<file path="config.mk">
export PLATFORM = sky130hd
export DESIGN_NAME = rs232_des_cfg
export DESIGN_NICKNAME = d
export VERILOG_FILES = /design/src/rtl/rs232_des_cfg.sv
export SDC_FILE = /design/constraint.sdc
export NUM_CORES = 1
export LEC_CHECK = 0
export CORE_MARGIN = 2
export CORE_UTILIZATION = 62
export DETAILED_ROUTE_END_ITERATION = 6
export DONT_BUFFER_PORTS = 1
export PLACE_DENSITY = 0.78
export SLEW_MARGIN = 10
export SYNTH_ARGS = -nofsm -noshare
export SYNTH_HDL_FRONTEND = slang
export SYNTH_SLANG_ARGS = --single-unit
</file>
<file path="constraint.sdc">
create_clock -name clk -period 2.3 [get_ports clk]
set_input_delay 0.345 -clock clk [delete_from_list [all_inputs] [get_ports clk]]
set_output_delay 0.345 -clock clk [all_outputs]
set_load 0.03 [all_outputs]
</file>
<file path="src/rtl/rs232_des_cfg.sv">
// rtl/rs232_des_cfg.sv - configurable RS-232 receive deserializer with parity/framing/break/overrun reporting
// Optional RS232_DES_MAJ3_EN: 2-of-3 majority vote of rx_s over the last three cycles of each bit.
module rs232_des_cfg #(
  parameter int P_CLK_FREQ_HZ = 100000000,
  parameter int P_BAUD_RATE   = 9600,
  parameter int P_DATA_BITS   = 8,
  parameter int P_PARITY      = 0,
  parameter int P_STOP_BITS   = 1
) (
  input  logic                   clk,
  input  logic                   rst,
  input  logic                   rx,
  output logic [P_DATA_BITS-1:0] rx_fifo_data,
  output logic                   rx_fifo_wr_en,
  input  logic                   rx_fifo_full,
  output logic                   rx_perr,
  output logic                   rx_ferr,
  output logic                   rx_break,
  output logic                   rx_overrun,
  output logic                   rx_busy
);
  localparam int N  = P_CLK_FREQ_HZ / P_BAUD_RATE;
  localparam int CW = (N < 4) ? 2 : $clog2(N);
  localparam logic [CW-1:0] T_START   = CW'(N / 2 - 1);
  localparam logic [CW-1:0] T_BIT     = CW'(N - 1);
  localparam logic [2:0]    LAST_BIT  = 3'(P_DATA_BITS - 1);
  localparam logic [2:0]    LAST_STOP = 3'(P_STOP_BITS - 1);

  if (N < 4) begin : g_chk_n
    $error("rs232_des_cfg: bit period must be at least 4 clocks");
  end
  if (P_DATA_BITS < 5 || P_DATA_BITS > 8) begin : g_chk_bits
    $error("rs232_des_cfg: P_DATA_BITS must be 5..8");
  end
  if (P_PARITY < 0 || P_PARITY > 2) begin : g_chk_par
    $error("rs232_des_cfg: P_PARITY must be 0, 1 or 2");
  end
  if (P_STOP_BITS < 1 || P_STOP_BITS > 2) begin : g_chk_stop
    $error("rs232_des_cfg: P_STOP_BITS must be 1 or 2");
  end

  typedef enum logic [2:0] {S_IDLE, S_START, S_DATA, S_PARITY, S_STOP, S_BREAK} state_t;

  state_t                 state, state_nxt;
  logic                   rx_m, rx_s, rx_s_d;
  logic                   sample, tick;
  logic [CW-1:0]          latch_cnt, t_cur;
  logic [2:0]             bit_cnt;
  logic [P_DATA_BITS-1:0] shreg;
  logic                   par_bit, stop0, ferr_int, arm_lvl;
  logic                   ferr_fin, stop0_fin, is_break, perr_calc;
  logic                   do_write, do_break, do_overrun;

  // Sync flops idle high so reset never manufactures a start edge.
  always_ff @(posedge clk) begin
    if (rst) begin
      rx_m   <= 1'b1;
      rx_s   <= 1'b1;
      rx_s_d <= 1'b1;
    end else begin
      rx_m   <= rx;
      rx_s   <= rx_m;
      rx_s_d <= rx_s;
    end
  end

`ifdef RS232_DES_MAJ3_EN
  logic rx_s_d2;
  always_ff @(posedge clk) begin
    if (rst) rx_s_d2 <= 1'b1;
    else     rx_s_d2 <= rx_s_d;
  end
  assign sample = (rx_s_d2 & rx_s_d) | (rx_s_d2 & rx_s) | (rx_s_d & rx_s);
`else
  assign sample = rx_s;
`endif

  assign t_cur = (state == S_START) ? T_START : T_BIT;
  assign tick  = (state == S_START || state == S_DATA || state == S_PARITY || state == S_STOP) &&
                 (latch_cnt == t_cur);

  assign ferr_fin  = ferr_int | ~sample;
  assign stop0_fin = (bit_cnt == 3'd0) ? sample : stop0;
  assign is_break  = (shreg == '0) && ((P_PARITY == 0) || !par_bit) && !stop0_fin;
  assign perr_calc = (P_PARITY != 0) && ((^shreg ^ par_bit) != (P_PARITY == 2));
  assign rx_busy   = (state != S_IDLE);

  always_comb begin
    state_nxt  = state;
    do_write   = 1'b0;
    do_break   = 1'b0;
    do_overrun = 1'b0;
    case (state)
      S_IDLE:   if ((rx_s_d && !rx_s) || (arm_lvl && !rx_s)) state_nxt = S_START;
      S_START:  if (tick) state_nxt = sample ? S_IDLE : S_DATA;
      S_DATA:   if (tick && bit_cnt == LAST_BIT) state_nxt = (P_PARITY != 0) ? S_PARITY : S_STOP;
      S_PARITY: if (tick) state_nxt = S_STOP;
      S_STOP: begin
        if (tick && bit_cnt == LAST_STOP) begin
          if (is_break) begin
            do_break  = 1'b1;
            state_nxt = S_BREAK;
          end else if (rx_fifo_full) begin
            do_overrun = 1'b1;
            state_nxt  = S_IDLE;
          end else begin
            do_write  = 1'b1;
            state_nxt = S_IDLE;
          end
        end
      end
      S_BREAK:  if (rx_s) state_nxt = S_IDLE;
      default:  state_nxt = S_IDLE;
    endcase
  end

  always_ff @(posedge clk) begin
    if (rst) state <= S_IDLE;
    else     state <= state_nxt;
  end

  always_ff @(posedge clk) begin
    if (rst) begin
      latch_cnt     <= '0;
      bit_cnt       <= '0;
      shreg         <= '0;
      par_bit       <= 1'b0;
      stop0         <= 1'b0;
      ferr_int      <= 1'b0;
      arm_lvl       <= 1'b0;
      rx_fifo_data  <= '0;
      rx_fifo_wr_en <= 1'b0;
      rx_perr       <= 1'b0;
      rx_ferr       <= 1'b0;
      rx_break      <= 1'b0;
      rx_overrun    <= 1'b0;
    end else begin
      rx_fifo_wr_en <= do_write;
      rx_perr       <= do_write & perr_calc;
      rx_ferr       <= do_write & ferr_fin;
      rx_break      <= do_break;
      rx_overrun    <= do_overrun;
      if (do_write) rx_fifo_data <= shreg;
      // A clean stop lets IDLE accept a start bit that is already low on entry.
      arm_lvl <= (state == S_STOP) && (state_nxt == S_IDLE) && !ferr_fin;

      if (state_nxt != state || tick || state == S_IDLE || state == S_BREAK) latch_cnt <= '0;
      else latch_cnt <= latch_cnt + 1'b1;

      if (state_nxt != state) bit_cnt <= '0;
      else if (tick)          bit_cnt <= bit_cnt + 1'b1;

      if (tick) begin
        case (state)
          S_START:  ferr_int <= 1'b0;
          S_DATA:   shreg    <= {sample, shreg[P_DATA_BITS-1:1]};
          S_PARITY: par_bit  <= sample;
          S_STOP: begin
            if (bit_cnt == 3'd0) stop0 <= sample;
            if (!sample)         ferr_int <= 1'b1;
          end
          default: ;
        endcase
      end
    end
  end

endmodule

</file>
==> summary.txt, run 1 <==
Cells and area
  • Area growth from synthesis to layout: 4.48%
  • Filler cell count in the final layout: 290
  • Final standard cell area without fillers: about 2500 sq um
  • Fraction of layout cells with a size suffix above 1: a little over a fifth
  • Diode insertion count for antenna repair: 0
  • Count of placed standard cells in the final layout, fillers left out: between 200 and 300
  • # nets final: 247

Floorplanning
  • Placeable core region: ~3700 sq um
  • Total die area: roughly 4300 sq um
  • Initial Util: 64.1%
  • IO Count: 18
  • Die Y: approximately 66 microns
  • Width of the die: 65.5 microns
  • Placement row count: 22

Setup path
  • Critical path's slowest cell: dfxtp_1
  • Data arrival time of the critical path: roughly 2.3 ns
  • Critical register-to-register path startpoint: latch_cnt[0]
  • Element type at the critical path end: flop
  • Delay-heaviest family, CP: compound AO/OA/AOI/OAI gates
  • Cell Chain, Critical Path: ha_1 -> and2_2 -> nand3_2 -> a21oi_4 -> a21o_4 -> a211o_1 -> buf_4 -> nor3_1
  • Worst stage delay on the critical path: 0.34 ns
  • Critical path required time: 2.52 ns
  • Critical path class: flop to flop
  • Critical Path Fanout Max: 11
  • CP Buf/Inv Count: 1
  • Sort of element at the start of the critical path: flop
  • Startpoint of the most critical setup path: latch_cnt[0]

CTS
  • Post-CTS Setup Repair Bufs: 0
  • Clock sinks: 46
  • Clock insertion delay at the later pin of the skew report: 0.29 ns
  • Number of CTS-inserted buffers: 5
  • TritonCTS clock tree: built
  • Count of hold buffers inserted by post-cts repair: 0
  • Clock input transition at the sequential cells of the worst setup and hold paths: roughly 0.08 ns
  • Library cell used as clock root buffer: clkbuf_8
  • Quantity of gates resized following cts: 0
  • H-tree depth reported by CTS: 2
  • Number of buffers on the longest clock path: 2

Timing
  • Worst clock skew: 0.00781 ns
  • Final hold slack: about 0.11 ns
  • Period utilization: 89.4%
  • Count of final max-slew check failures: 0
  • Setup violations, final: 0
  • Minimum setup slack in the final design: 0.245 ns
  • Min Clock Period, post-route: just over 2 ns
  • Setup repair after global routing missed its margin: false
  • Number of endpoints with negative hold slack in the final report: 0
  • Fmax: 487 MHz
  • Setup_tns: 0 ns

Routing
  • Number of design rule violations left after detail routing: 0
  • Total iterations of the first detailed-routing run: 4
  • Residual antenna-violating net count after detailed routing: 0
  • Post-detailed-route via-to-cell ratio: roughly 5.8
  • Final WL: 4400 microns
  • DRT iter0 DRCs: roughly 120
  • Total via count in the routed design: 1661
  • Routed wirelength normalized by instance count: roughly 15 microns

Synth
  • Sequential fraction of the synthesis area: 39.2%
  • Post-Synth XOR/XNOR Area: just under 5%
  • Largest family of logic cells by synthesized area: simple AND/OR/NAND/NOR gates
  • Count of state elements after synthesis: between 40 and 50
  • Most used flip-flop cell after synthesis: dfxtp_1
  • Net Count, Synth: around 250
  • Share of flip-flops with an asynchronous set or reset: 0%
  • Basic-gate share of the synthesized area counting and, or, nand and nor cells: around 30%
  • Post-synthesis instance total: between 200 and 250
  • Total standard cell area after synthesis: approximately 2300 sq um
  • Multiplexer share of the synthesized area: 8.52%
  • Count of flip-flops with a built-in enable after synthesis: 0
  • Fraction of the mapped netlist area in adder cells: under 10%
  • Avg Inst Size Synth: 9.91 sq um
  • Synth warn: 0
  • Count of distinct cell types in the synthesized netlist: 59
  • Fraction of the mapped netlist area in compound gates: 9.70%

Power
  • Sw frac: between 20% and 30%
  • Clock power frac: 35.3%
  • Comb pwr share: 4.6%
  • Power density cells: 546 nW/um^2
  • Maximum VDD drop: 0.489 mV
  • Leakage power: ~0.88 nW
  • Sequential cell fraction of total power: 60.0%
  • Sw Pwr: 0.000303 W
  • Power Internal: roughly 0.0010 W

Place
  • Placed Cells: 280
  • Dpl hpwl: 3210 microns
  • Placer Congestion: 0.973
  • Post-placement worst setup slack: 0.276 ns
  • Number of I/O port buffers: 0
  • Placed cell area: 2370 sq um

Run
  • Number of max-cap violations: 0

GRT
  • Total routing usage reported by global routing: 22.6%
  • Total overflow reported by the global router: 0
  • Number of global-route vias before repair: between 1500 and 2000
  • Largest net degree at the start of global routing: 29
  • Antenna violations before repair: 0
  • Global-route wire length before repair: 7450 microns

Min path
  • Hold WC Path Type: input port to flop
  • Beginning of the worst hold path: rst

Status
  • Outcome: complete, no violations
## sequential cells by signal (all words and copies together), names as in the netlist, 3 cells and up
name,count
shreg,8
bit_cnt,3
latch_cnt,14
state,3
rx_fifo_data,8
## layer usage
metal / GRT usage [%] / up-vias / routed length (microns)
met5: 0 / - / 0
met4: 6.77 / 0 / 29
met3: 5.48 / 4 / 170
met2: 34.7 / 40 / 2100
met1: 31.5 / 779 / 2100
li1: - / 838 / -
## final cells by class
type,instances,area (sq um),share of cell area (%)
Multi-Input combinational cell,172,1290,52.6
Sequential cell,46,921,37.5
Clock buffer,6,72.6,2.96
Timing Repair Buffer,8,72.6,2.96
Tap cell,48,60.1,2.45
Inverter,6,22.5,0.918
Clock inverter,2,13.8,0.561
## final timing paths
check	end	slack, ns	cells past startpoint
setup / recovery	latch_cnt[12]	0.24	8
hold / removal	shreg[0]	0.11	1
setup reg to reg	latch_cnt[12]	0.24	8
hold reg to reg	rx_s	0.42	1
## cells in the mapped netlist (2+ instances only)
library cell | number | area, sq um
nand2_1 | 14 | 52.6
or2_2 | 3 | 18.8
mux2i_1 | 20 | 200
and3_1 | 2 | 12.5
a21oi_1 | 7 | 35.0
buf_6 | 2 | 22.5
nor2_1 | 30 | 113
or3_1 | 2 | 12.5
o21ai_0 | 5 | 25.0
inv_1 | 6 | 22.5
xor2_1 | 8 | 70.1
clkbuf_1 | 4 | 15.0
nand4_1 | 4 | 25.0
nor3b_1 | 2 | 15.0
nor3_1 | 4 | 20.0
clkbuf_8 | 3 | 41.3
nor3_2 | 14 | 140
or4_1 | 2 | 15.0
nor4_1 | 3 | 18.8
dfxtp_1 | 46 | 921
xnor2_1 | 5 | 43.8
and2_1 | 2 | 12.5
buf_4 | 2 | 15.0
ha_1 | 4 | 50.1
nand3_2 | 3 | 30.0
nand3_1 | 7 | 35.0
## power by group through the flow
| stage | clock (W) | combinational [W] | sequential, W |
|---|---|---|---|
| global route | 0.000522 | 0.0000674 | 0.000805 |
| global placement | 0 | 0.0000608 | 0.000823 |
| floorplan | 0 | 0.0000610 | 0.000820 |
| finish | 0.000474 | 0.0000623 | 0.000804 |
| CTS | 0.000487 | 0.0000617 | 0.000804 |
| detailed placement | 0 | 0.0000613 | 0.000823 |
## through the flow
step                total power (W)  utilization, %
finish                      0.00134            67.0
detailed placement         0.000884            64.7
global placement           0.000884            64.7
global route                0.00139            67.0
floorplan                  0.000881               -
CTS                         0.00135            67.0
## cells by family after synthesis
| family | count (synthesis) |
|---|---|
| compound gates | 27 |
| xor+xnor | 13 |
| fa+ha+maj | 4 |
| buf+inv | 19 |
| flops | 46 |
| mux | 20 |
| other cells | 1 |
| simple gates | 107 |
## layout by cell type, fill, tap and decap left out, drive strengths merged, types with 2 or more instances in the layout
cell     n
ha       4
and4bb   2
buf      8
xnor2    5
a211oi   2
mux2i   20
nor3    18
nand2   14
a21oi    9
and2     3
inv      6
nor3b    3
and3     2
clkinv   2
o21ai    7
nand2b   2
or3      2
xor2     8
nand3   10
or4      3
or2      3
nor2    30
clkbuf   6
nor4     5
a21o     2
nand4    5
dfxtp   46
No activity file was read; power rests on OpenSTA's default activity.
==> run 2: changes to the inputs <==
--- a/config.mk
+++ b/config.mk
@@ -5,6 +5,8 @@
 export SDC_FILE = /design/constraint.sdc
 export NUM_CORES = 1
 export LEC_CHECK = 0
+export ABC_CLOCK_PERIOD_IN_PS = 2300
+export CORE_ASPECT_RATIO = 1.75
 export CORE_MARGIN = 2
 export CORE_UTILIZATION = 62
 export DETAILED_ROUTE_END_ITERATION = 6
==> summary.txt, run 2 (synthesized netlist as in run 1, its figures left out) <==
Floorplanning
  • Initial Util: between 60 and 70%
  • Total die area: 4320 sq um
  • IO Count: 18
  • Placeable core region: approximately 3600 sq um
  • Width of the die: slightly above 50 microns
  • Die Y: 85.4 microns
  • Placement row count: 29

CTS
  • Clock sinks: 46
  • H-tree depth reported by CTS: 2
  • Clock insertion delay at the later pin of the skew report: 0.30 ns
  • Library cell used as clock root buffer: clkbuf_8
  • Clock input transition at the sequential cells of the worst setup and hold paths: around 0.09 ns
  • Count of hold buffers inserted by post-cts repair: 0
  • Quantity of gates resized following cts: 0
  • Number of buffers on the longest clock path: 2
  • Post-CTS Setup Repair Bufs: 0
  • Number of CTS-inserted buffers: 5
  • TritonCTS clock tree: built

Setup path
  • Data arrival time of the critical path: 2.26 ns
  • Critical register-to-register path endpoint: latch_cnt[12]
  • Critical register-to-register path startpoint: latch_cnt[0]
  • Element type at the critical path end: flop
  • Critical Path Fanout Max: 11
  • R2r setup slk: 0.27 ns
  • R2r worst-path depth: 8
  • Sort of element at the start of the critical path: flop
  • Critical path class: flop to flop
  • Startpoint of the most critical setup path: latch_cnt[0]
  • Setup crit end: latch_cnt[12]
  • Critical path required time: 2.53 ns

Routing
  • Number of design rule violations left after detail routing: 0
  • Total via count in the routed design: 1706
  • Routed wirelength normalized by instance count: 15.6 microns
  • Final WL: 4480 microns
  • DRT iter0 DRCs: 28
  • Total iterations of the first detailed-routing run: 4
  • Post-detailed-route via-to-cell ratio: about 6
  • Residual antenna-violating net count after detailed routing: 0

Timing
  • Setup violations, final: 0
  • Setup_tns: 0 ns
  • Count of final max-slew check failures: 0
  • Number of endpoints with negative hold slack in the final report: 0
  • Setup repair after global routing missed its margin: false
  • Min Clock Period, post-route: approximately 2 ns
  • Minimum setup slack in the final design: 0.272 ns
  • Worst clock skew: between 0.005 and 0.006 ns
  • Fmax: 493 MHz
  • Period utilization: 88.2%

Power
  • Leakage power: 0.894 nW
  • Total power: 0.00146 W
  • Power density cells: 588 nW/um^2
  • Maximum VDD drop: 0.576 mV

Status
  • Outcome: complete, no violations

GRT
  • Antenna violations before repair: 0
  • Number of global-route vias before repair: 1678
  • Total overflow reported by the global router: 0
  • Total routing usage reported by global routing: 22.6%
  • Global-route wire length before repair: 7510 microns
  • Largest net degree at the start of global routing: 29

Cells and area
  • # nets final: 248
  • Fraction of layout cells with a size suffix above 1: 22.0%
  • Most common cell after layout, fill and taps aside: dfxtp_1
  • Diode insertion count for antenna repair: 0
  • Area growth from synthesis to layout: 5.70%
  • Number of flip-flops in the largest register: 14
  • Count of placed standard cells in the final layout, fillers left out: 287
  • Commonest cells after routing, fill and taps aside: 46 x dfxtp_1, 30 x nor2_1, 20 x mux2i_1
  • Largest Register: latch_cnt
  • Biggest registers after layout: latch_cnt: 14 flops, rx_fifo_data: 8 flops, shreg: 8 flops

Place
  • Number of I/O port buffers: 0
  • Post-placement worst setup slack: 0.294 ns
  • Placed Cells: 279
  • Placer Congestion: 0.874
  • Dpl hpwl: 3270 microns

Run
  • Number of max-cap violations: 0

Min path
  • Hold WC Path Type: input port to flop
==> run 2: area by class of cell <==
| class | count | area (sq um) |
|---|---|---|
| Clock buffer | 6 | 72.6 |
| Sequential cell | 46 | 921 |
| Fill cell | 302 | 1150 |
| Tap cell | 46 | 57.6 |
| Inverter | 6 | 22.5 |
| Clock inverter | 2 | 37.5 |
| Multi-Input combinational cell | 172 | 1290 |
| Timing Repair Buffer | 9 | 80.1 |
==> run 2: where the power goes <==
group          internal [W]  switching (W)
clock network      0.000324       0.000269
logic             0.0000235      0.0000388
registers          0.000799     0.00000603
total               0.00115       0.000314
==> run 2: critical path, cell delays in order (launching register included) <==
cell,delay [ns]
dfxtp_1,0.34
ha_1,0.22
and2_2,0.23
nand3_2,0.19
a21oi_4,0.09
a21o_4,0.27
a211o_1,0.27
buf_4,0.19
nor3_1,0.16
==> run 2: layer usage <==
| layer | vias to the layer above | track usage (%) | wire [microns] |
|---|---|---|---|
| met2 | 41 | 39.6 | 2410 |
| li1 | 842 | - | - |
| met4 | 0 | 15.0 | 207 |
| met3 | 17 | 3.87 | 155 |
| met5 | - | 0 | 0 |
| met1 | 806 | 24.1 | 1710 |
==> run 2: how the worst min path moves through the flow <==
stage,end,cells after the start,startpoint,slack [ns]
global route,stop0,1,rst,0.09
floorplan,rx_s,1,rx_m,0.39
global placement,rx_s,1,rx_m,0.40
CTS,state[0],1,rst,0.1
detailed placement,rx_s,1,rx_m,0.41
finish,stop0,1,rst,0.10
==> run 2: stage by stage <==
step / cell area, sq um / utilization (%) / hold WS, ns
3_3_place_gp: 2370 / 65.4 / 0.395
6_report: 2480 / 68.4 / 0.102
2_1_floorplan: 2350 / - / 0.389
3_5_place_dp: 2370 / 65.4 / 0.410
5_1_grt: 2480 / 68.4 / 0.0922
4_1_cts: 2480 / 68.4 / 0.0985
==> run 3: changes to the inputs <==
--- a/config.mk
+++ b/config.mk
@@ -12,7 +12,6 @@
 export DETAILED_ROUTE_END_ITERATION = 6
 export DONT_BUFFER_PORTS = 1
 export PLACE_DENSITY = 0.78
-export SLEW_MARGIN = 10
 export SYNTH_ARGS = -nofsm -noshare
 export SYNTH_HDL_FRONTEND = slang
 export SYNTH_SLANG_ARGS = --single-unit
==> results of run 3 <==
The final DEF is identical to that of run 2; final timing and power are the same.
